### src/rtl/serial_out_scheduler.sv
// serial_out_scheduler: buffers decoded commands in a small FIFO and routes
// each one, in arrival order, to the serial_out channel named by its select
// field. A start aimed at a channel that is still busy holds the head of the
// queue until that channel reports done (one-shot) or is stopped (repeat).
module serial_out_scheduler #(
    parameter int DATA_BIT   = 32,
    parameter int CH_NUM     = 4,
    parameter int FIFO_DEPTH = 4
) (
    input  logic                           clk,
    input  logic                           rst_n,
    input  logic                           i_cmd_valid,
    input  logic [DATA_BIT-1:0]            i_output_pattern,
    input  logic [DATA_BIT-1:0]            i_freq_pattern,
    input  logic [3:0]                     i_sel_out,
    input  logic                           i_start,
    input  logic                           i_stop,
    input  logic                           i_mode,
    input  logic [CH_NUM-1:0]              i_ch_done_tick,
    output logic [CH_NUM*DATA_BIT-1:0]     o_ch_output_pattern,
    output logic [CH_NUM*DATA_BIT-1:0]     o_ch_freq_pattern,
    output logic [CH_NUM-1:0]              o_ch_mode,
    output logic [CH_NUM-1:0]              o_ch_stop,
    output logic [CH_NUM-1:0]              o_ch_start,
    output logic [CH_NUM-1:0]              o_busy,
    output logic [$clog2(FIFO_DEPTH):0]    o_fifo_count,
    output logic                           o_update_done_tick,
    output logic                           o_drop_tick
);

    localparam int PTR_W = $clog2(FIFO_DEPTH);
    localparam int CNT_W = PTR_W + 1;
    localparam int CH_W  = (CH_NUM > 1) ? $clog2(CH_NUM) : 1;

    // Only validated commands reach the FIFO, so the channel index is stored
    // at its natural width rather than the full 4-bit select.
    typedef struct packed {
        logic [DATA_BIT-1:0] outPat;
        logic [DATA_BIT-1:0] freqPat;
        logic [CH_W-1:0]     ch;
        logic                start;
        logic                stop;
        logic                mode;
    } cmd_t;

    typedef enum logic [1:0] {
        S_IDLE,
        S_CHECK,
        S_ISSUE,
        S_DONE
    } state_t;

    cmd_t                   fifoMem_q [FIFO_DEPTH];
    logic [PTR_W-1:0]       wrPtr_q;
    logic [PTR_W-1:0]       rdPtr_q;
    logic [CNT_W-1:0]       count_q;
    logic                   drop_q;

    state_t                 state_q;
    logic [CH_NUM*DATA_BIT-1:0] outPat_q;
    logic [CH_NUM*DATA_BIT-1:0] freqPat_q;
    logic [CH_NUM-1:0]      mode_q;
    logic [CH_NUM-1:0]      stop_q;
    logic [CH_NUM-1:0]      start_q;
    logic [CH_NUM-1:0]      busy_q;
    logic [CH_NUM-1:0]      busy_d;
    logic                   updateDone_q;

    cmd_t                   head;
    cmd_t                   wrEntry;
    logic                   selValid;
    logic                   pushEn;
    logic                   popEn;
    logic                   headBusy;

    // Accept a command only when there is room (judged before any pop this
    // cycle) and it names an existing channel; the queue head is read combinationally.
    always_comb begin
        selValid        = ({1'b0, i_sel_out} < 5'(CH_NUM));
        pushEn          = i_cmd_valid && (count_q < CNT_W'(FIFO_DEPTH)) && selValid;
        popEn           = (state_q == S_DONE);
        head            = fifoMem_q[rdPtr_q];
        wrEntry.outPat  = i_output_pattern;
        wrEntry.freqPat = i_freq_pattern;
        wrEntry.ch      = i_sel_out[CH_W-1:0];
        wrEntry.start   = i_start;
        wrEntry.stop    = i_stop;
        wrEntry.mode    = i_mode;
    end

    // Busy status of the channel the head command targets, plus the busy
    // vector after one-shot done ticks have been applied.
    always_comb begin
        headBusy = 1'b0;
        busy_d   = busy_q;
        for (int k = 0; k < CH_NUM; k++) begin
            if (CH_W'(k) == head.ch) begin
                headBusy = busy_q[k];
            end
            if (i_ch_done_tick[k] && !mode_q[k]) begin
                busy_d[k] = 1'b0;
            end
        end
    end

    // Command FIFO storage, pointers, occupancy and the drop flag.
    always_ff @(posedge clk or negedge rst_n) begin
        if (!rst_n) begin
            for (int i = 0; i < FIFO_DEPTH; i++) begin
                fifoMem_q[i] <= '0;
            end
            wrPtr_q <= '0;
            rdPtr_q <= '0;
            count_q <= '0;
            drop_q  <= 1'b0;
        end else begin
            drop_q <= i_cmd_valid && !pushEn;
            if (pushEn) begin
                fifoMem_q[wrPtr_q] <= wrEntry;
                wrPtr_q            <= wrPtr_q + 1'b1;
            end
            if (popEn) begin
                rdPtr_q <= rdPtr_q + 1'b1;
            end
            case ({pushEn, popEn})
                2'b10:   count_q <= count_q + 1'b1;
                2'b01:   count_q <= count_q - 1'b1;
                default: count_q <= count_q;
            endcase
        end
    end

    // Scheduler FSM with the per-channel output registers it drives; an issued
    // start overrides a coincident done tick on the same channel.
    always_ff @(posedge clk or negedge rst_n) begin
        if (!rst_n) begin
            state_q      <= S_IDLE;
            outPat_q     <= '0;
            freqPat_q    <= '0;
            mode_q       <= '0;
            stop_q       <= '0;
            start_q      <= '0;
            busy_q       <= '0;
            updateDone_q <= 1'b0;
        end else begin
            start_q      <= '0;
            updateDone_q <= 1'b0;
            busy_q       <= busy_d;
            case (state_q)
                S_IDLE: begin
                    if (count_q != '0) begin
                        state_q <= S_CHECK;
                    end
                end
                S_CHECK: begin
                    if (!(head.start && !head.stop && headBusy)) begin
                        state_q <= S_ISSUE;
                    end
                end
                S_ISSUE: begin
                    for (int k = 0; k < CH_NUM; k++) begin
                        if (CH_W'(k) == head.ch) begin
                            outPat_q[k*DATA_BIT +: DATA_BIT]  <= head.outPat;
                            freqPat_q[k*DATA_BIT +: DATA_BIT] <= head.freqPat;
                            mode_q[k]                         <= head.mode;
                            if (head.stop) begin
                                stop_q[k] <= 1'b1;
                                busy_q[k] <= 1'b0;
                            end else if (head.start) begin
                                stop_q[k]  <= 1'b0;
                                busy_q[k]  <= 1'b1;
                                start_q[k] <= 1'b1;
                            end
                        end
                    end
                    updateDone_q <= 1'b1;
                    state_q      <= S_DONE;
                end
                S_DONE: begin
                    state_q <= S_IDLE;
                end
                default: begin
                    state_q <= S_IDLE;
                end
            endcase
        end
    end

    assign o_ch_output_pattern = outPat_q;
    assign o_ch_freq_pattern   = freqPat_q;
    assign o_ch_mode           = mode_q;
    assign o_ch_stop           = stop_q;
    assign o_ch_start          = start_q;
    assign o_busy              = busy_q;
    assign o_fifo_count        = count_q;
    assign o_update_done_tick  = updateDone_q;
    assign o_drop_tick         = drop_q;

endmodule

### config.mk
export PLATFORM = sky130hd
export DESIGN_NAME = serial_out_scheduler
export DESIGN_NICKNAME = d
export VERILOG_FILES = /design/src/rtl/serial_out_scheduler.sv
export SDC_FILE = /design/constraint.sdc
export NUM_CORES = 1
export LEC_CHECK = 0
export ABC_AREA = 1
export BUFFER_PORTS_ARGS = -buffer_cell sky130_fd_sc_hd__buf_2
export CAP_MARGIN = 25
export CORE_MARGIN = 4
export CORE_UTILIZATION = 31
export DETAILED_ROUTE_END_ITERATION = 12
export MAX_ROUTING_LAYER = met4
export PLACE_DENSITY_LB_ADDON = 0.25
export SLEW_MARGIN = 30
export SYNTH_ARGS = -nofsm -noshare
export SYNTH_HDL_FRONTEND = slang
export SYNTH_SLANG_ARGS = --single-unit
### constraint.sdc
create_clock -name clk -period 2.1 [get_ports clk]
set_input_delay 0.315 -clock clk [delete_from_list [all_inputs] [get_ports clk]]
set_output_delay 0.315 -clock clk [all_outputs]
set_load 0.005 [all_outputs]
==> out/qor.txt, run 1 <==
total I/O pin count: 355
CP Data Required Time: 2.63 ns
pins over their slew limit: 0
slowest stage cell, crit path: buf_4
First DRT Iteration DRCs: 1,237
status: completed
Compound-Gate Fraction of Synth Area: 10.8%
Final TNS setup: 0 ns
# rows: 101
Cells after Synth: 2,820
HPWL after detailed placement: 52.5 mm
leading area contributor after synthesis: dfrtp_1
sequential group share of total power: 35.7%
CTS sink count: 559
TritonCTS clock tree: done
sequential share of the synthesized area: 59.1%
layout cells sized above 1: 19.4%
Multi-input gate area: 8690 um^2
Buf/Inv on CP: 3
Cell Area, Synth: 23,700 um^2
vias in the first global route: 20.7k
CP top delay family: buffers and inverters
Int Power: 29.7 mW
dpl ws: 0.118 ns
critical path's largest stage delay: 0.43 ns
crit path DAT: 2.47 ns
Syn-to-layout area delta: 28.1%
Longest Clk Path Bufs: 3
Initial Util: 31.2%
final instance area: 30,300 um^2
mux cell area share after synthesis: 0%
Critical Path End Type: flip-flop
final critical-path required period: 1.94 ns
Root Buffer: clkbuf_16
Leak Pwr: 16.2 nW
maximum vdd drop: 0.655 mV
die height: 284 um
max-cap viol count: 0
Final nets: 3,354
grt ovf: 0
Pwr Total: 49.2 mW
xor/xnor share of the synthesized area: 0.185%
CTS Buf Count: 67
Sequential Area: 14,000 um^2
initial antenna violation count: 5
clk_lat worst skew: 0.60 ns
Simple-Gate Fraction of Synth Area: 25.0%
yosys warns: 0
syn_area_per_cell: 8.40 um^2
worst path cell trace: buf_12, buf_4, o21ai_0, o22ai_1, buf_4, nand2_1, nand2_1
remaining antenna violation count: 0
largest net degree at the start of global routing: 130
crit start category: flip-flop
main combinational cell family by area after synthesis: simple AND/OR/NAND/NOR gates
CP max FO: 42
worst setup margin: 0.162 ns
fin util: 40.0%
Max Clk Rate: 0.516 GHz
Hold Path Class: primary input to flip-flop
CTS clk-pin slew, worst paths: 0.06 ns
Psw: 19.4 mW
switch share: 39.5%
pwr/cell area: 1620 nW/um^2
clock share of power: 24.6%
syn nets: 2,908
CP Class: flip-flop to flip-flop
total via count in the routed design: 20.4k
die area: 80,900 um^2
drt first pass iters: 5
# fillers: 7,677
htree depth: 3
clock skew: 0.0201 ns
Setup Viol. Count Final: 0
Relative slew margins: 52.7%
RSZ-0062 raised after global routing: false
core area: 75,800 um^2
Total Wirelength: 82.0 mm
pin slew with the least headroom to its limit: 0.710 ns
drt drc: 0
first-pass GRT wire length: 128 mm
ranking of synthesized cells by area: dfrtp_1, nand2_1, o21ai_0, o21ai_1, nor2_1
die width: 284 um
Gate power share: 39.8%
number of synthesized register bits: 559
final hold violations: 0
GRT Util Overall: 20.7%
Cell variety after synth: 29
Adder-Cell Fraction of Synth Area: 0.560%
Post-Place Cell Area: 27,300 um^2
period utilization: 92.3%
wire per inst: 19.1 um
top cell type's share of synthesized area: 59.1%
routability cong.: 0.778
drt via density: 4.76
Port-buffer cells: 354
==> cells by family after synthesis <==
family          after synthesis
flops                       559
compound gates              484
simple gates               1543
buf+inv                     219
fa+ha+maj                    10
xor+xnor                      5
==> worst register-to-register path: cells and delay by family, from the launching register on <==
| kind | cells | cell delay, ns |
|---|---|---|
| and+or+nand+nor | 2 | 0.13 |
| AOI/OAI and AO/OA | 2 | 0.46 |
| buffers and inverters | 3 | 0.89 |
| DFF | 1 | 0.39 |
==> cell type report <==
class | count | area share, %
flip-flops and latches | 559 | 46.1
clock inverters | 30 | 1.22
clock buffers | 89 | 6.30
inverters | 32 | 0.437
diodes | 4 | 0.0330
multi-input cells | 2042 | 28.6
repair buffers | 564 | 13.2
well taps | 978 | 4.04
==> Yosys cell counts <==
master    count
a21oi_1       2
nor2_2        5
nand3_1      11
buf_4        17
nor2_1      145
o21ai_1     174
xor2_1        4
nand3_4       2
buf_2        70
buf_6         8
buf_1        28
nand2_2       4
nor4_4        1
xnor2_1       1
dfrtp_1     559
fa_1          1
nand3b_1      2
clkbuf_1     64
o21ai_0     240
nand3_2       4
or2_2         1
nand4_1       2
inv_2         7
nand2_4       1
nand2_1    1365
o22ai_2       8
o22ai_1      60
ha_1          9
inv_1        25
==> flip-flops by register name, indices dropped and copies added (netlist names) <==
name and count:
o_ch_stop 4, o_busy 4, rdPtr_q 2, o_update_done_tick 1
o_fifo_count 3, state_q 2, wrPtr_q 2, o_ch_freq_pattern 128
o_ch_start 4, fifoMem_q 276, o_drop_tick 1, o_ch_mode 4
o_ch_output_pattern 128
==> metal layers <==
metal	vias up	wire length, um	track usage (%)
li1	9857	-	-
met1	9967	37500	27.9
met2	548	38800	33.3
met3	74	4820	3.62
met4	0	821	3.54
met5	-	0	-
==> cells in the final DEF (no fill, tap or decap), types with 2 or more instances in the layout <==
cell type	Yosys	routed
nand2_1	1365	1365
clkinv_8	0	2
clkinv_2	0	14
nor2_1	145	145
nor2_4	0	4
dlygate4sd3_1	0	70
nand3_2	4	3
inv_6	0	4
diode_2	0	4
nand3_4	2	3
dfrtp_1	559	557
inv_1	25	21
o21ai_0	240	240
nand3b_1	2	2
o22ai_2	8	8
clkbuf_16	0	69
xor2_1	4	4
bufinv_16	0	7
buf_2	70	353
o22ai_1	60	60
buf_12	0	36
buf_4	17	101
nand2_2	4	3
nand3_1	11	11
o21ai_1	174	174
clkbuf_1	64	9
nand4_1	2	2
ha_1	9	9
a21oi_1	2	2
clkinvlp_4	0	3
inv_2	7	9
buf_6	8	3
nand2_4	1	2
clkbuf_8	0	11
==> final timing paths <==
| path | from | cells past startpoint | endpoint | slack, ns |
|---|---|---|---|---|
| min in group asynchronous | rst_n | 2 | fifoMem_q[255] | 0.29 |
| max in group asynchronous | rst_n | 4 | fifoMem_q[168] | 0.98 |
| max | rdPtr_q[1] | 7 | o_ch_output_pattern[84] | 0.16 |
| min | i_freq_pattern[11] | 3 | fifoMem_q[85] | 0.03 |
| min reg2reg | o_ch_output_pattern[51] | 2 | o_ch_output_pattern[51] | 0.47 |
| max reg2reg | rdPtr_q[1] | 7 | o_ch_output_pattern[84] | 0.16 |
==> metrics by stage <==
step | hold slack (ns) | std cells
3_3_place_gp | 0.315 | 4103
5_1_grt | 0.0494 | 4298
4_1_cts | 0.00356 | 4292
6_report | 0.0306 | 4298
2_1_floorplan | 0.0194 | 2820
3_5_place_dp | 0.317 | 4103
==> power by group through the flow <==
stage               sequential, mW  combinational [mW]  clock (mW)
global placement              17.7                19.5           0
finish                        17.5                19.6        12.1
floorplan                     17.4                10.0           0
global route                  18.1                21.8        12.8
CTS                           17.6                19.8        12.4
detailed placement            17.6                19.6           0
==> what timing repair did <==
item | in CTS | in global routing
resized for setup | 0 | 4
setup buffers | 0 | 2
hold endpoints to repair | 294 | 0
setup endpoints to repair | 0 | 67
hold buffers | 70 | 0
No activity file was read; power rests on OpenSTA's default activity.
==> run 2, diff against run 1 <==
==> constraint.sdc (replaced) <==
create_clock -name clk -period 1.8 [get_ports clk]
set_input_delay 0.27 -clock clk [delete_from_list [all_inputs] [get_ports clk]]
set_output_delay 0.27 -clock clk [all_outputs]
set_load 0.1 [all_outputs]
==> run 2 against run 1 <==
Against the previous run: the run now ends with negative setup slack left; utilization grew 1.0 points; critical endpoint is now state_q[1]; sequential share of layout area shrank 1.1 points; fmax grew 6.7%; critical path type unchanged; global-route usage is essentially flat; clock skew grew 0.0045 ns; routed wire length grew 4.1%.
==> out/qor.txt, run 2 (same netlist as run 1, synthesis figures left out) <==
status: finished with violations
failing checks: negative setup slack
CTS clk-pin slew, worst paths: 0.06 ns (about the same)
vias in the first global route: 20.8k (+0.60%)
Port-buffer cells: 354 (unchanged)
Reg2Reg Setup Slack: -0.02 ns (-0.18 ns)
largest net degree at the start of global routing: 121 (-6.9%)
critical path's largest stage delay: 0.53 ns (+0.10 ns)
Initial Util: 31.2% (unchanged)
Final Instance Count excl. Fillers: 4,351 (+1.2%)
wire per inst: 19.6 um (+2.8%)
Crit Reg-Reg Startpoint: rdPtr_q[0]
CP max FO: 9 (-79%)
drt via density: 4.78 (+0.51%)
highest-count cells in the layout ignoring fill and taps: nand2_1, dfrtp_1, buf_2, o21ai_0, o21ai_1
Hold Path Class: primary input to flip-flop
met1 wire length: 39.0 mm (+3.8%)
Critical Path End Type: flip-flop
total I/O pin count: 355 (unchanged)
clock skew: 0.0246 ns (+0.00450 ns)
HPWL after detailed placement: 53.5 mm (+1.9%)
drt drc: 0 (unchanged)
Buf/Inv on CP: 1 (-2)
routability cong.: 0.771 (-0.82%)
largest register by flop count: fifoMem_q
clk_lat worst skew: 0.63 ns (+0.03 ns)
drt first pass iters: 5 (unchanged)
max-cap viol count: 0 (unchanged)
number of flip-flops under the largest register name: 276 (unchanged)
period utilization: 101% (+8.7 points)
Max Clk Rate: 0.550 GHz (+6.7%)
die height: 284 um (unchanged)
layout cells sized above 1: 20.8% (+1.5 points)
die area: 80,900 um^2 (unchanged)
uppermost layer routed: met4
Crit path depth: 10 (+3)
CTS Buf Count: 61 (-9.0%)
Setup Viol. Count Final: 1 (+1)
GRT Util Overall: 20.6% (about the same)
remaining antenna violation count: 0 (unchanged)
placed cells: 4,139 (+0.88%)
pin slew with the least headroom to its limit: 0.652 ns (-0.0585 ns)
Root Buffer: clkbuf_16
CP Data Required Time: 2.35 ns (-0.28 ns)
slowest stage cell, crit path: dfrtp_4
hold wc startpoint: i_ch_done_tick[3]
First DRT Iteration DRCs: 1,423 (+15%)
CP top delay family: simple AND/OR/NAND/NOR gates
crit start category: flip-flop
Total Wirelength: 85.3 mm (+4.1%)
first-pass GRT wire length: 128 mm (+0.36%)
met2 routed WL: 39.8 mm (+2.6%)
final hold violations: 0 (unchanged)
CTS sink count: 559 (unchanged)
die width: 284 um (unchanged)
htree depth: 2 (-1)
Crit path top cell by count: nand2_1
Post-Place Cell Area: 27,800 um^2 (+2.0%)
Longest Clk Path Bufs: 3 (unchanged)
final critical-path required period: 1.82 ns (-0.121 ns)
FF-to-FF path depth: 10 (+3)
worst hold slack: 0.105 ns (+0.0739 ns)
# rows: 101 (unchanged)
Final TNS setup: -0.0170 ns (-0.0170 ns)
core area: 75,800 um^2 (unchanged)
RSZ-0062 raised after global routing: true
Relative slew margins: 56.6% (+3.9 points)
Multi-input gate area: 8770 um^2 (+0.92%)
Syn-to-layout area delta: 31.4%
crit path DAT: 2.36 ns (-0.11 ns)
grt ovf: 0 (unchanged)
# fillers: 7,726 (+0.64%)
worst setup margin: -0.0170 ns (-0.179 ns)
worst r2r dst: state_q[1]
Sequential Area: 14,000 um^2 (about the same)
met3 wire len: 5.06 mm (+5.1%)
Final nets: 3,408 (+1.6%)
final instance area: 31,100 um^2 (+2.6%)
pins over their slew limit: 0 (unchanged)
worst path cell trace: buf_4, nand2_1, nand3_1, nand2_2, nand2_2, nor2_1, nand4_1, nand2_1, nand2_1, nand2_1
initial antenna violation count: 5 (unchanged)
WHS Path Cells: 4 (+1)
Worst Hold Path EP: o_busy[3]
total via count in the routed design: 20.8k (+1.8%)
CP Class: flip-flop to flip-flop
commonest non-fill, non-tap cell in the layout: nand2_1
TritonCTS clock tree: done
run 2: cell count changes in the layout (fill, tap and decap cells not counted), sizes merged:
cell / change
inv: -3
clkinv: -5
clkinvlp: +4
dlygate4sd3: +2
clkbuf: +10
bufinv: -5
diode: +2
buf: +48
run 2: worst min-delay path: stages:
cell     delay [ns]
buf_2          0.11
nand2_1        0.13
nand3_1        0.11
o21ai_1        0.06
run 2: area by class of cell:
| cell class | instances | share of cell area [%] |
|---|---|---|
| multi-input cells | 2042 | 28.2 |
| clock buffers | 89 | 5.70 |
| inverters | 32 | 0.507 |
| diodes | 6 | 0.0483 |
| flip-flops and latches | 559 | 45.0 |
| clock inverters | 21 | 0.567 |
| repair buffers | 624 | 16.1 |
| well taps | 978 | 3.93 |
run 2: repair_timing:
item	4_1_cts	5_1_grt
cloned	0	10
hold endpoints to repair	522	0
pin swaps	0	9
buffers inserted	1	13
setup endpoints to repair	170	250
hold buffers	72	0
resized for setup	18	37
run 2: metrics by stage:
| stage | setup WS, ns | utilization, % |
|---|---|---|
| floorplan | -0.327 | - |
| global placement | -0.0977 | 36.7 |
| detailed placement | -0.100 | 36.7 |
| CTS | 0.00272 | 40.3 |
| global route | -0.133 | 41.0 |
| finish | -0.0170 | 41.0 |
run 2: routing by layer:
metal / track usage, % / up-vias
met5: - / -
met1: 28.3 / 10099
li1: - / 9977
met4: 3.94 / 0
met2: 32.7 / 629
met3: 3.50 / 99
run 2: worst max path at each step:
stage                         start                        to
floorplan           o_fifo_count[2]           o_fifo_count[1]
detailed placement       rdPtr_q[0]              o_ch_stop[3]
CTS                      rdPtr_q[0]  o_ch_output_pattern[122]
global placement         rdPtr_q[0]              o_ch_stop[3]
finish                   rdPtr_q[0]                state_q[1]
global route             rdPtr_q[0]                state_q[1]
Power of run 2 is left out: the tool's default activity adds up to more than one toggle a clock period on the data nets, which glitch-free logic cannot reach.
==> run 3, diff against run 2 <==
==> constraint.sdc (replaced) <==
create_clock -name clk -period 1.5 [get_ports clk]
set_input_delay 0.225 -clock clk [delete_from_list [all_inputs] [get_ports clk]]
set_output_delay 0.225 -clock clk [all_outputs]
set_load 0.1 [all_outputs]
==> run 3 against run 2 <==
Against the previous run: via count increased by 2.3%; routed wire length increased by 6.5%; die area unchanged; clock skew about the same; fmax increased by 4.4%; cell count increased by 1.4%; cell area increased by 5.6%; the flow still finishes with violations (negative setup slack); sequential share of layout area decreased by 2.4 points.
==> out/qor.txt, run 3 (same netlist as run 1, synthesis figures left out) <==
CTS Buf Count: 67 (+9.8%)
clk_lat worst skew: 0.60 ns (-0.03 ns)
Final Instance Count excl. Fillers: 4,410 (+1.4%)
TritonCTS clock tree: done
die area: 80,900 um^2 (unchanged)
htree depth: 3 (+1)
failing checks: negative setup slack
Root Buffer: clkbuf_16
Post-Place Cell Area: 28,200 um^2 (+1.2%)
initial antenna violation count: 8 (+3)
drt via density: 4.83 (+0.94%)
CTS sink count: 559 (unchanged)
Port-buffer cells: 354 (unchanged)
final hold violations: 0 (unchanged)
period utilization: 116% (+15 points)
total I/O pin count: 355 (unchanged)
drt drc: 0 (unchanged)
GR peak layer: met2
Final nets: 3,466 (+1.7%)
slowest stage cell, crit path: dfrtp_4
die height: 284 um (unchanged)
crit start category: flip-flop
worst hold slack: 0.155 ns (+0.0503 ns)
wire per inst: 20.6 um (+5.0%)
met2 Use GR: 34.0% (+1.3 points)
# fillers: 7,495 (-3.0%)
remaining antenna violation count: 0 (unchanged)
worst path cell trace: inv_8, nand2_4, nand2_1, nand2_1, nand2_2, nand3_4, buf_12, clkbuf_16, nand2_1, nand2_1
grt ovf: 0 (unchanged)
CP top delay family: flip-flops
crit path DAT: 2.22 ns (-0.14 ns)
pin slew with the least headroom to its limit: 0.579 ns (-0.0729 ns)
Buf/Inv on CP: 3 (+2)
pins over their slew limit: 0 (unchanged)
met1 Use GR: 28.9% (+0.63 points)
Critical Path End Type: flip-flop
First DRT Iteration DRCs: 1,312 (-7.8%)
RSZ-0062 raised after global routing: true
CTS clk-pin slew, worst paths: 0.06 ns (about the same)
highest-count cells in the layout ignoring fill and taps: nand2_1, dfrtp_1, buf_2, o21ai_0, o21ai_1
clock skew: 0.0250 ns (+0.000422 ns)
placed cells: 4,172 (+0.80%)
CP Data Required Time: 1.98 ns (-0.37 ns)
# rows: 101 (unchanged)
Crit path top cell by count: nand2_1
CP Class: flip-flop to flip-flop
final instance area: 32,800 um^2 (+5.6%)
vias in the first global route: 21.3k (+2.0%)
largest register by flop count: fifoMem_q
HPWL after detailed placement: 54.4 mm (+1.5%)
first-pass GRT wire length: 132 mm (+3.1%)
Relative slew margins: 61.4% (+4.9 points)
Syn-to-layout area delta: 38.7%
total via count in the routed design: 21.3k (+2.3%)
Longest Clk Path Bufs: 3 (unchanged)
core area: 75,800 um^2 (unchanged)
critical path's largest stage delay: 0.55 ns (+0.02 ns)
Hold Path Class: primary input to flip-flop
layout cells sized above 1: 23.2% (+2.4 points)
Setup Viol. Count Final: 790 (+789)
routability cong.: 0.775 (+0.43%)
GR Util met3: 4.50% (+1.0 points)
worst setup margin: -0.240 ns (-0.223 ns)
GRT Util Overall: 21.5% (+0.90 points)
Max Clk Rate: 0.575 GHz (+4.4%)
Initial Util: 31.2% (unchanged)
commonest non-fill, non-tap cell in the layout: nand2_1
Total Wirelength: 90.8 mm (+6.5%)
largest net degree at the start of global routing: 69 (-43%)
die width: 284 um (unchanged)
status: finished with violations
number of flip-flops under the largest register name: 276 (unchanged)
max-cap viol count: 0 (unchanged)
final critical-path required period: 1.74 ns (-0.0770 ns)
CP max FO: 7 (-2)
drt first pass iters: 5 (unchanged)
-- run 3: final timing paths --
| kind | depth (start not counted) | to | startpoint | slack [ns] |
|---|---|---|---|---|
| max reg2reg | 10 | o_ch_output_pattern[60] | rdPtr_q[0] | -0.24 |
| min reg2reg | 2 | fifoMem_q[191] | fifoMem_q[191] | 0.47 |
| max | 10 | o_ch_output_pattern[60] | rdPtr_q[0] | -0.24 |
| min in group asynchronous | 2 | o_ch_output_pattern[59] | rst_n | 0.18 |
| max in group asynchronous | 3 | o_ch_freq_pattern[125] | rst_n | 0.56 |
| min | 4 | o_busy[3] | i_ch_done_tick[3] | 0.15 |
-- run 3: stage by stage --
stage	setup TNS (ns)	setup WS, ns	util, %
after floorplan	-49.94	-0.627	-
after global placement	-76.50	-0.304	37.2
after detailed placement	-82.19	-0.312	37.2
after CTS	-106.92	-0.194	42.0
after global routing	-165.45	-0.305	43.3
final	-107.40	-0.240	43.3
-- run 3: layer usage --
metal	vias to the layer above	share of wire, %
li1	10119	-
met1	10377	45
met2	675	47
met3	114	6.4
met4	0	1.8
met5	-	0
-- run 3: area by class of cell --
cell class | instances | area [um^2] | area share, %
inverters | 32 | 191 | 0.583
repair inverters | 2 | 27.5 | 0.0838
multi-input cells | 2042 | 8920 | 27.2
well taps | 978 | 1220 | 3.73
clock inverters | 21 | 255 | 0.777
clock buffers | 95 | 1930 | 5.89
repair buffers | 674 | 6280 | 19.1
flip-flops and latches | 559 | 14000 | 42.6
diodes | 7 | 17.5 | 0.0533
-- run 3: worst register-to-register path, delay by kind of cell (launching register included) --
family                 cells  cell delay [ns]
buffers and inverters      3             0.54
AND/OR/NAND/NOR            7             0.54
flip-flops                 1             0.55
-- run 3: what timing repair did --
action / in CTS / in global routing
gates resized for setup: 154 / 86
endpoints found under the hold margin: 455 / 0
setup endpoints to repair: 829 / 804
setup buffers: 3 / 7
pin swaps: 3 / 20
gates cloned: 8 / 25
hold buffers: 73 / 0
Power of run 3 is left out for the same reason.
